$ cat src/rtl/serial_sub32_if.sv
// serial_sub32_if: request/result bundle for the bit-serial subtractor.
//   start      - request from the control FSM, sampled only when the unit is idle or just finished
//   a, b       - minuend and subtrahend, captured on the accepting edge
//   busy       - high while bits are being processed
//   done       - one-cycle pulse when diff/carryout/overflow are valid
//   diff       - a - b, held until the next accept
//   carryout   - final carry out of the MSB (1 means no borrow)
//   overflow   - signed overflow (carry into MSB XOR carry out of MSB)
// Modports: master drives the request side, slave is the subtractor.
interface serial_sub32_if #(
    parameter int WIDTH = 32
) ();
    logic             start;
    logic [WIDTH-1:0] a;
    logic [WIDTH-1:0] b;
    logic             busy;
    logic             done;
    logic [WIDTH-1:0] diff;
    logic             carryout;
    logic             overflow;

    modport master (
        output start, a, b,
        input  busy, done, diff, carryout, overflow
    );

    modport slave (
        input  start, a, b,
        output busy, done, diff, carryout, overflow
    );
endinterface

$ cat src/rtl/serial_sub32.sv
// serial_sub32: bit-serial two's-complement subtractor, diff = a + ~b + 1,
// one full-adder cell with a registered carry, LSB first.
//   clk    - rising-edge clock
//   reset  - asynchronous, active-high; discards any operation in flight
//   bus    - serial_sub32_if.slave (start/a/b in, busy/done/diff/carryout/overflow out)
//
// state | meaning
// ------+-------------------------------------------------------------
// IDLE  | waiting for start, results held
// RUN   | one bit per edge through the adder cell, count = bit index
// DONE  | single cycle with done high; start here re-accepts at once
module serial_sub32 #(
    parameter int WIDTH = 32,
    parameter int CW    = 5
) (
    input  logic          clk,
    input  logic          reset,
    serial_sub32_if.slave bus
);
    localparam logic [1:0] S_IDLE = 2'd0;
    localparam logic [1:0] S_RUN  = 2'd1;
    localparam logic [1:0] S_DONE = 2'd2;

    localparam logic [CW-1:0] LAST_BIT = CW'(WIDTH - 1);

    logic [1:0]       state;
    logic [WIDTH-1:0] sa;
    logic [WIDTH-1:0] sb;
    logic [WIDTH-1:0] sr;
    logic             carry;
    logic [CW-1:0]    count;

    logic             busy_q;
    logic             done_q;
    logic [WIDTH-1:0] diff_q;
    logic             carryout_q;
    logic             overflow_q;

    logic             cell_sum;
    logic             cell_cout;
    logic [WIDTH-1:0] sr_next;

    assign cell_sum  = sa[0] ^ sb[0] ^ carry;
    assign cell_cout = (sa[0] & sb[0]) | (carry & (sa[0] ^ sb[0]));
    // Sum bits enter at the MSB and walk down, so after WIDTH shifts bit 0 sits at sr[0].
    assign sr_next   = {cell_sum, sr[WIDTH-1:1]};

    always_ff @(posedge clk or posedge reset) begin
        if (reset) begin
            state      <= S_IDLE;
            sa         <= '0;
            sb         <= '0;
            sr         <= '0;
            carry      <= 1'b0;
            count      <= '0;
            busy_q     <= 1'b0;
            done_q     <= 1'b0;
            diff_q     <= '0;
            carryout_q <= 1'b0;
            overflow_q <= 1'b0;
        end else begin
            case (state)
                S_IDLE, S_DONE: begin
                    done_q <= 1'b0;
                    if (bus.start) begin
                        sa     <= bus.a;
                        sb     <= ~bus.b;
                        carry  <= 1'b1;   // the +1 of the two's-complement negate
                        count  <= '0;
                        busy_q <= 1'b1;
                        state  <= S_RUN;
                    end else begin
                        state  <= S_IDLE;
                    end
                end
                S_RUN: begin
                    sr    <= sr_next;
                    sa    <= {1'b0, sa[WIDTH-1:1]};
                    sb    <= {1'b0, sb[WIDTH-1:1]};
                    carry <= cell_cout;
                    count <= count + CW'(1);
                    if (count == LAST_BIT) begin
                        // carry still holds the carry into the MSB cell here
                        diff_q     <= sr_next;
                        carryout_q <= cell_cout;
                        overflow_q <= carry ^ cell_cout;
                        busy_q     <= 1'b0;
                        done_q     <= 1'b1;
                        state      <= S_DONE;
                    end
                end
                default: begin
                    state  <= S_IDLE;
                    busy_q <= 1'b0;
                    done_q <= 1'b0;
                end
            endcase
        end
    end

    assign bus.busy     = busy_q;
    assign bus.done     = done_q;
    assign bus.diff     = diff_q;
    assign bus.carryout = carryout_q;
    assign bus.overflow = overflow_q;
endmodule

$ cat src/flat_wrapper.sv
// flat-port wrapper written by rule: the top's interface ports become plain ports
module serial_sub32_flat 
#(
    parameter int WIDTH = 32,
    parameter int CW    = 5
)
  (clk, reset, bus_start, bus_a, bus_b, bus_busy, bus_done, bus_diff, bus_carryout, bus_overflow);
  serial_sub32_if #(.WIDTH(WIDTH)) bus_i ();
  input  logic clk;
  input  logic reset;
  input wire logic [$bits(bus_i.start)-1:0] bus_start;
  input wire logic [$bits(bus_i.a)-1:0] bus_a;
  input wire logic [$bits(bus_i.b)-1:0] bus_b;
  output wire logic [$bits(bus_i.busy)-1:0] bus_busy;
  output wire logic [$bits(bus_i.done)-1:0] bus_done;
  output wire logic [$bits(bus_i.diff)-1:0] bus_diff;
  output wire logic [$bits(bus_i.carryout)-1:0] bus_carryout;
  output wire logic [$bits(bus_i.overflow)-1:0] bus_overflow;
  assign bus_i.start = bus_start;
  assign bus_i.a = bus_a;
  assign bus_i.b = bus_b;
  assign bus_busy = bus_i.busy;
  assign bus_done = bus_i.done;
  assign bus_diff = bus_i.diff;
  assign bus_carryout = bus_i.carryout;
  assign bus_overflow = bus_i.overflow;
  serial_sub32 #(.WIDTH(WIDTH), .CW(CW)) u_core (.clk(clk), .reset(reset), .bus(bus_i));
endmodule
$ cat config.mk
export PLATFORM = sky130hd
export DESIGN_NAME = serial_sub32_flat
export DESIGN_NICKNAME = d
export VERILOG_FILES = /design/src/rtl/serial_sub32_if.sv /design/src/rtl/serial_sub32.sv /design/src/flat_wrapper.sv
export SDC_FILE = /design/constraint.sdc
export NUM_CORES = 1
export LEC_CHECK = 0
export ABC_AREA = 1
export BUFFER_PORTS_ARGS = -buffer_cell sky130_fd_sc_hd__buf_2
export CAP_MARGIN = 10
export CORE_ASPECT_RATIO = 0.9
export CORE_MARGIN = 2
export CORE_UTILIZATION = 58
export CTS_BUF_LIST = sky130_fd_sc_hd__clkbuf_4 sky130_fd_sc_hd__clkbuf_8
export DETAILED_ROUTE_END_ITERATION = 6
export PLACE_DENSITY_LB_ADDON = 0.15
export SETUP_SLACK_MARGIN = 0.02
export SYNTH_ARGS = -nofsm -noshare
export SYNTH_HDL_FRONTEND = slang
export SYNTH_SLANG_ARGS = --single-unit
$ cat constraint.sdc
create_clock -name clk -period 5 [get_ports clk]
set_input_delay 0.5 -clock clk [delete_from_list [all_inputs] [get_ports clk]]
set_output_delay 0.5 -clock clk [all_outputs]
set_load 0.005 [all_outputs]
# Word level (Yosys, flattened, before mapping)
# Index checks and enable logic that the tools add are counted.
# totals
regBits,140
inputBits,67
# classes
n_addsub,1
eq_ne,5
n_mux,15
n_bitwise,7
reduce_logical,6
# ops
cell,n
$pmux W32 S2,2
$mux W32,2
$not A32 Y32,1
$pmux W5 S2,1
$reduce_and A2 Y1,3
$add A5 B1 Y5 const B,1
$eq A5 B5 Y1 const B,1
$mux W1,5
$mux W5,1
$pmux W1 S2,2
$pmux W2 S2,1
$xor A1 B1 Y1,3
$and A1 B1 Y1,2
$eq A2 B1 Y1 const B,1
$eq A2 B2 Y1 const B,1
$logic_not A2 Y1,1
$mux W2,1
$ne A2 B1 Y1 const B,1
$ne A2 B2 Y1 const B,1
$reduce_bool A2 Y1,1
$reduce_or A2 Y1,1
$or A1 B1 Y1,1

# Logic depth before layout (Yosys ltp)
# Gate-level depths: netlist (run 1).
# depth
word_depth,4
depth_mapped,9

# Least setup slack after synthesis (run 1)
# No wires, ideal clock.
# synth_path
path_type,reg-to-reg
start,reg u_core.count[0]
end,reg u_core.diff_q[1] (netlist: u_core.bus.diff[1])
setup_time_ns,0.083
arrival_time_ns,1.491
t_required_ns,4.917
slack_ns,3.427
stages_incl_launch_ff,10
n_path_buf,2
period_less_slack_ns,1.573
path_cell_list,dfrtp_1 ha_1 nand2_1 nor2_1 ha_1 nand2_1 buf_2 buf_2 nand2_1 o21ai_0
# synth_between
elab_chain_cells,2
# synth_rtl
element,line_no,text
from (decl),serial_sub32.sv:31,logic [CW-1:0] count;
from (signal assigned),serial_sub32.sv:81,count <= count + CW'(1);
$eq A5 B5 Y1,serial_sub32.sv:82,if (count == LAST_BIT) begin
$reduce_and A2 Y1 (no line),-,
to (signal assigned),serial_sub32.sv:84,diff_q <= sr_next;
to (decl),serial_sub32.sv:35,logic [WIDTH-1:0] diff_q;
# Every way passes these cells.
# A chain may end at the register's enable or synchronous reset.

==> impl_results.md, run 1 <==
* Outcome: completed
* H-tree Lvls at 4
* Worst min path class: in -> async
* Post-Syn Instances at 788
* WHS at 0.220 ns
* Slew Limit Fails at 0
* WL final at 11.4 mm
* Met1 Track Usage GR at 26.9%
* VDD IR max at 0.303 mV
* Num rows at 35
* Fin nets at 948
* Post-CTS Setup Inserts at 0
* Skew final at 0.0139 ns
* Fmax at 0.382 GHz
* FF-to-FF setup slack at 2.38 ns
* Post-CTS sizing at 0
* CP arrival at 2.99 ns
* Syn Nets at 858
* Placed Area at 0.00662 mm²
* YS warnings at 0
* Clk Latency, worst-skew pair at 0.45 ns
* Crit Path Category: reg -> reg
* R2r endpoint: u_core.sa[29]
* Placer Congestion at 0.789
* Final worst-path cycle share at 52.3%
* Die area at 0.0114 mm²
* Vias per cell at 4.70
* IO Pins at 103
* Hold-fix buffers, CTS at 0
* Clock buffer depth at 2
* Seq/Total Area, Yosys at 56.6%
* First-pass GRT wire length at 19.8 mm
* Die Wd at 112 µm
* Vias in the first global route at 4559
* FF-to-FF Start: u_core.bus.done
* Setup-failing EPs final at 0
* Layout Cells excl Fill at 1020
* Met3 usage at 5.63%
* M2 GR Usage at 37.9%
* Residual DRC count at 0
* Gr ovfl total at 0
* # Max-Cap Violations at 0
* Fill cells at 870
* Clock root buffer: clkbuf_8
* Global Route Usage Sum at 21.7%
* Leakage at 4.09 nW
* Vias at 4795
* Die height at 101 µm
* Critical path peak fanout at 67
* Post-route minimum period at 2.62 ns
* Reg clk slew, reported paths at 0.09 ns
* Buffers added on ports at 102
* Post-DP HPWL at 7.12 mm
* Final Util at 68.4%
* RSZ-0062 raised after global routing: no
* CTS Buf Count at 17
* Largest net degree at the start of global routing at 101
* Slew HR at 26.1%
* Worst Max-Slew Pin Slew at 1.11 ns
* Area Overhead vs Synth at 14.9%
* Antenna violations before repair at 0
* Placed insts at 988
* Post-DRT Antenna Nets at 0
* Setup TNS at 0 ns
* Core region area at 0.0102 mm²
* Busiest layer in global routing: met2
* PwrDens at 592 mW/mm²
* CTS tree: built
* Starting Density at 59.5%
* CP Capture Type: flip-flop
* Reg2Reg Depth at 6
* Hold Fails Final Rpt at 0
* Critical Path Start Type: flip-flop
* Initial DRC Count at 308
* Clk sink count at 138
* Fraction of layout cells with a size suffix above 1 at 16.3%
* Synth Area per Inst at 7.74 µm²
* Drt pass-1 iters at 4
* CP required at 5.37 ns
* Synth Cell Area at 0.00610 mm²
* Design Area, Final at 0.00701 mm²
* Antenna diode count at 0
* Post-synthesis register bit count at 138
* WL per Instance at 11.2 µm
* Synth cell types at 21
==> report_power, final <==
part	total (W)	leakage, nW	internal [W]	switching (W)
combinational	0.00138	2.14	0.000502	0.000876
clock	0.000903	0.194	0.000458	0.000444
sequential	0.00187	1.76	0.00160	0.000265
total	0.00415	4.09	0.00256	0.00159
==> cells in the final DEF, fill, tap and decap left out, drive strengths merged <==
cell | Yosys | routed
clkbuf | 10 | 19
bufinv | 0 | 2
o21ai | 65 | 65
buf | 24 | 105
nand4 | 1 | 1
nand3 | 2 | 2
dfrtp | 138 | 138
nand2 | 401 | 401
fa | 1 | 1
ha | 2 | 2
a21oi | 1 | 1
nor2 | 9 | 9
xnor2 | 1 | 1
clkinv | 0 | 5
clkinvlp | 0 | 3
o22ai | 1 | 1
inv | 132 | 135
==> cells in the mapped netlist <==
library cell / instances / share of area, %
nand2_1: 400 / 25
dfrtp_1: 138 / 57
inv_1: 130 / 8.0
o21ai_0: 62 / 5.1
buf_2: 16 / 1.3
clkbuf_1: 10 / 0.62
nor2_1: 7 / 0.43
buf_4: 4 / 0.49
buf_6: 4 / 0.74
o21ai_1: 3 / 0.25
ha_1: 2 / 0.41
inv_2: 2 / 0.12
nand3_1: 2 / 0.16
a21oi_1: 1 / 0.082
fa_1: 1 / 0.33
nand2_2: 1 / 0.10
nand4_1: 1 / 0.10
nor2_2: 1 / 0.10
nor2_4: 1 / 0.18
o22ai_1: 1 / 0.10
xnor2_1: 1 / 0.14
==> through the flow <==
stage               total power, W  setup WS (ns)
finish                     0.00415           2.38
global route               0.00454           2.02
CTS                        0.00419           2.34
detailed placement         0.00327           2.43
global placement           0.00319           2.54
floorplan                  0.00293          0.804
==> registers in the layout, summed over array words and instances (netlist names) <==
name,count
u_core.bus.diff,32
u_core.bus.done,1
u_core.state,1
u_core.bus.carryout,1
u_core.bus.busy,1
u_core.sr,31
u_core.sa,32
u_core.sb,32
u_core.bus.overflow,1
u_core.count,5
u_core.carry,1
==> layer usage <==
metal,up-vias,routed length (µm)
li1,2479,-
met1,2212,5310
met2,87,5480
met3,17,475
met4,0,181
met5,-,0
==> worst max-delay path, stage by stage (launching register included) <==
cell,delay [ns]
dfrtp_1,0.43
inv_1,0.09
nand2_2,0.71
nand2_2,0.17
inv_2,0.84
nand2_1,0.14
nand2_1,0.13
==> worst max-delay path by stage <==
stage                          startpoint              end  slack [ns]  cells past startpoint
after floorplan                     reset  u_core.bus.busy        0.80                      1
after global placement    u_core.bus.done    u_core.sb[30]        2.54                      6
after detailed placement  u_core.bus.done    u_core.sa[29]        2.43                      6
after CTS                 u_core.bus.done    u_core.sa[29]        2.34                      6
after global routing      u_core.bus.done    u_core.sa[16]        2.02                      6
final                     u_core.bus.done    u_core.sa[29]        2.38                      6
==> logic make-up (layout without fill, tap and decap cells) <==
family,Yosys count,count (layout),synth area share [%]
XOR/XNOR,1,1,0.144
buffers and inverters,166,269,11.3
AO/OA/AOI/OAI,67,67,5.52
AND/OR/NAND/NOR,413,413,25.7
flip-flops,138,138,56.6
adder cells (fa/ha/maj),3,3,0.738
==> area by class of cell <==
type	count	area, µm²	area share, %
Multi-Input combinational cell	484	1970	28.1
Tap cell	129	161	2.30
Inverter	132	500	7.14
Sequential cell	138	3450	49.3
Clock inverter	13	145	2.07
Timing Repair Buffer	105	533	7.60
Clock buffer	19	249	3.55
Note: power is estimated with default switching activity, not from simulation.
==> run 2, diff against run 1 <==
clock period = 2.5 ns   (was 5 ns; I/O delays follow)
==> impl_results.md, run 2 (same netlist as run 1, synthesis figures left out) <==
* Outcome: completed (unchanged)
* Post-DP HPWL at 7.47 mm (was 7.12 mm)
* WL per Instance at 11.2 µm (about the same)
* Worst min path class: in -> reg (was in -> async)
* Drt pass-1 iters at 5 (was 4)
* Design Area, Final at 0.00718 mm² (was 0.00701 mm²)
* Die area at 0.0114 mm² (unchanged)
* Fill cells at 855 (was 870)
* CTS tree: built (unchanged)
* Vias at 4825 (was 4795)
* Hold-fix buffers, CTS at 2 (was 0)
* Switching power at 0.00313 W (was 0.00159 W)
* Setup TNS at 0 ns (unchanged)
* Skew final at 0.00892 ns (was 0.0139 ns)
* Slew Limit Fails at 0 (unchanged)
* Worst Max-Slew Pin Slew at 0.786 ns (was 1.11 ns)
* Die Wd at 112 µm (unchanged)
* VDD IR max at 0.680 mV (was 0.303 mV)
* Reg power frac at 43.6% (was 45.0%)
* Slowest stage delay, CP at 0.43 ns (was 0.84 ns)
* PwrDens at 1190 mW/mm² (was 592 mW/mm²)
* Clock root buffer: clkbuf_8 (unchanged)
* Crit Path Category: reg -> reg (unchanged)
* Clock buffer depth at 2 (unchanged)
* Antenna violations before repair at 0 (unchanged)
* Clk Latency, worst-skew pair at 0.42 ns (was 0.45 ns)
* Critical Path Start Type: flip-flop (unchanged)
* Vias per cell at 4.70 (about the same)
* Most frequent cells in the layout: 398 x nand2_1, 138 x dfrtp_1, 129 x inv_1, 102 x buf_2, 62 x o21ai_0 (unchanged)
* Num rows at 35 (unchanged)
* RSZ-0062 raised after global routing: no (unchanged)
* Clk sink count at 138 (unchanged)
* Starting Density at 59.5% (unchanged)
* Antenna diode count at 0 (unchanged)
* Crit-path leading delay family: simple AND/OR/NAND/NOR gates (unchanged)
* Largest net degree at the start of global routing at 67 (was 101)
* Initial DRC Count at 402 (was 308)
* Vias in the first global route at 4701 (was 4559)
* Clock power frac at 23.7% (was 21.8%)
* # Max-Cap Violations at 0 (unchanged)
* Leading cell type in the layout, fill and taps excluded: nand2_1 (unchanged)
* Placer Congestion at 0.786 (was 0.789)
* Hold Fails Final Rpt at 0 (unchanged)
* Setup-failing EPs final at 0 (unchanged)
* IO Pins at 103 (unchanged)
* Multi-input gate area at 0.00197 mm² (unchanged)
* Fmax at 0.537 GHz (was 0.382 GHz)
* Internal power at 0.00544 W (was 0.00256 W)
* Post-DRT Antenna Nets at 0 (unchanged)
* Post-route minimum period at 1.86 ns (was 2.62 ns)
* Die height at 101 µm (unchanged)
* Buffers added on ports at 102 (unchanged)
* Global Route Usage Sum at 22.2% (was 21.7%)
* Gr ovfl total at 0 (unchanged)
* Cell Chain, Critical Path: ha_1 -> nand2_1 -> nor2_1 -> ha_1 -> nand2_2 -> buf_12 -> nand2_1 -> o21ai_0 (was inv_1 -> nand2_2 -> nand2_2 -> inv_2 -> nand2_1 -> nand2_1)
* Residual DRC count at 0 (unchanged)
* Post-CTS Setup Inserts at 0 (unchanged)
* CP required at 2.83 ns (was 5.37 ns)
* Switching share of total power at 36.5% (was 38.2%)
* Area Overhead vs Synth at 17.7% (was 14.9%)
* CP Capture Type: flip-flop (unchanged)
* CTS Buf Count at 17 (unchanged)
* WL final at 11.5 mm (was 11.4 mm)
* Register Area at 0.00345 mm² (unchanged)
* H-tree Lvls at 4 (unchanged)
* First-pass GRT wire length at 20.3 mm (was 19.8 mm)
* Final worst-path cycle share at 74.5% (was 52.3%)
* Critical path peak fanout at 46 (was 67)
* FF-to-FF setup slack at 0.64 ns (was 2.38 ns)
* WP buf/inv at 1 (was 2)
* Core region area at 0.0102 mm² (unchanged)
* Combinational power share at 32.8% (was 33.2%)
* Post-CTS sizing at 0 (unchanged)
* CP max stage cell: dfrtp_1 (was inv_2)
* Fraction of layout cells with a size suffix above 1 at 16.7% (was 16.3%)
* CP arrival at 2.19 ns (was 2.99 ns)
* Slew HR at 47.5% (was 26.1%)
* Fin nets at 955 (was 948)
* Reg clk slew, reported paths at 0.08 ns (was 0.09 ns)
* Leakage at 4.17 nW (was 4.09 nW)
* Placed Area at 0.00670 mm² (was 0.00662 mm²)
-- run 2: area by class of cell --
| cell class | count | share of cell area, % |
|---|---|---|
| clock buffers | 21 | 4.03 |
| clock inverters | 11 | 2.32 |
| inverters | 132 | 6.95 |
| multi-input cells | 484 | 27.4 |
| flip-flops and latches | 138 | 48.1 |
| well taps | 129 | 2.25 |
| repair buffers | 112 | 8.92 |
-- run 2: metal layers --
metal | vias to the layer above | GRT usage (%) | part of all wire, %
met5 | - | 0 | 0
met4 | 0 | 7.41 | 1.0
met3 | 9 | 5.80 | 4.3
met2 | 116 | 38.1 | 49
met1 | 2209 | 27.9 | 46
li1 | 2491 | - | -
-- run 2: power by group through the flow --
stage	combinational, W	clock (W)	sequential [W]
finish	0.00281	0.00203	0.00374
global route	0.00336	0.00218	0.00386
CTS	0.00286	0.00207	0.00374
detailed placement	0.00284	0	0.00377
global placement	0.00272	0	0.00373
floorplan	0.00220	0	0.00367
-- run 2: worst paths after layout --
check	startpoint	end	cells after the start
max in group asynchronous	reset	u_core.sa[29]	4
min reg2reg	u_core.sa[31]	u_core.sa[31]	2
min	bus_b[31]	u_core.sb[31]	2
max	u_core.count[0]	u_core.bus.diff[9]	8
max reg2reg	u_core.count[0]	u_core.bus.diff[9]	8
min in group asynchronous	reset	u_core.sb[9]	3
-- run 2: per-stage QoR --
step	setup WS, ns	instances	hold slack [ns]	power (W)	util [%]
2_1_floorplan	0.529	788	0.360	0.00587	-
3_3_place_gp	0.788	993	0.427	0.00644	65.4
3_5_place_dp	0.698	993	0.435	0.00660	65.4
4_1_cts	0.622	1027	0.0266	0.00867	70.0
5_1_grt	0.503	1027	0.0154	0.00940	70.0
6_report	0.638	1027	0.0455	0.00857	70.0
-- run 2: worst reg2reg max path, delay by kind of cell, from the launching register on --
family | cells | cell delay, ns
buffers and inverters | 1 | 0.25
AOI/OAI and AO/OA | 1 | 0.10
DFF | 1 | 0.43
adders and majority gates | 2 | 0.46
and+or+nand+nor | 4 | 0.54
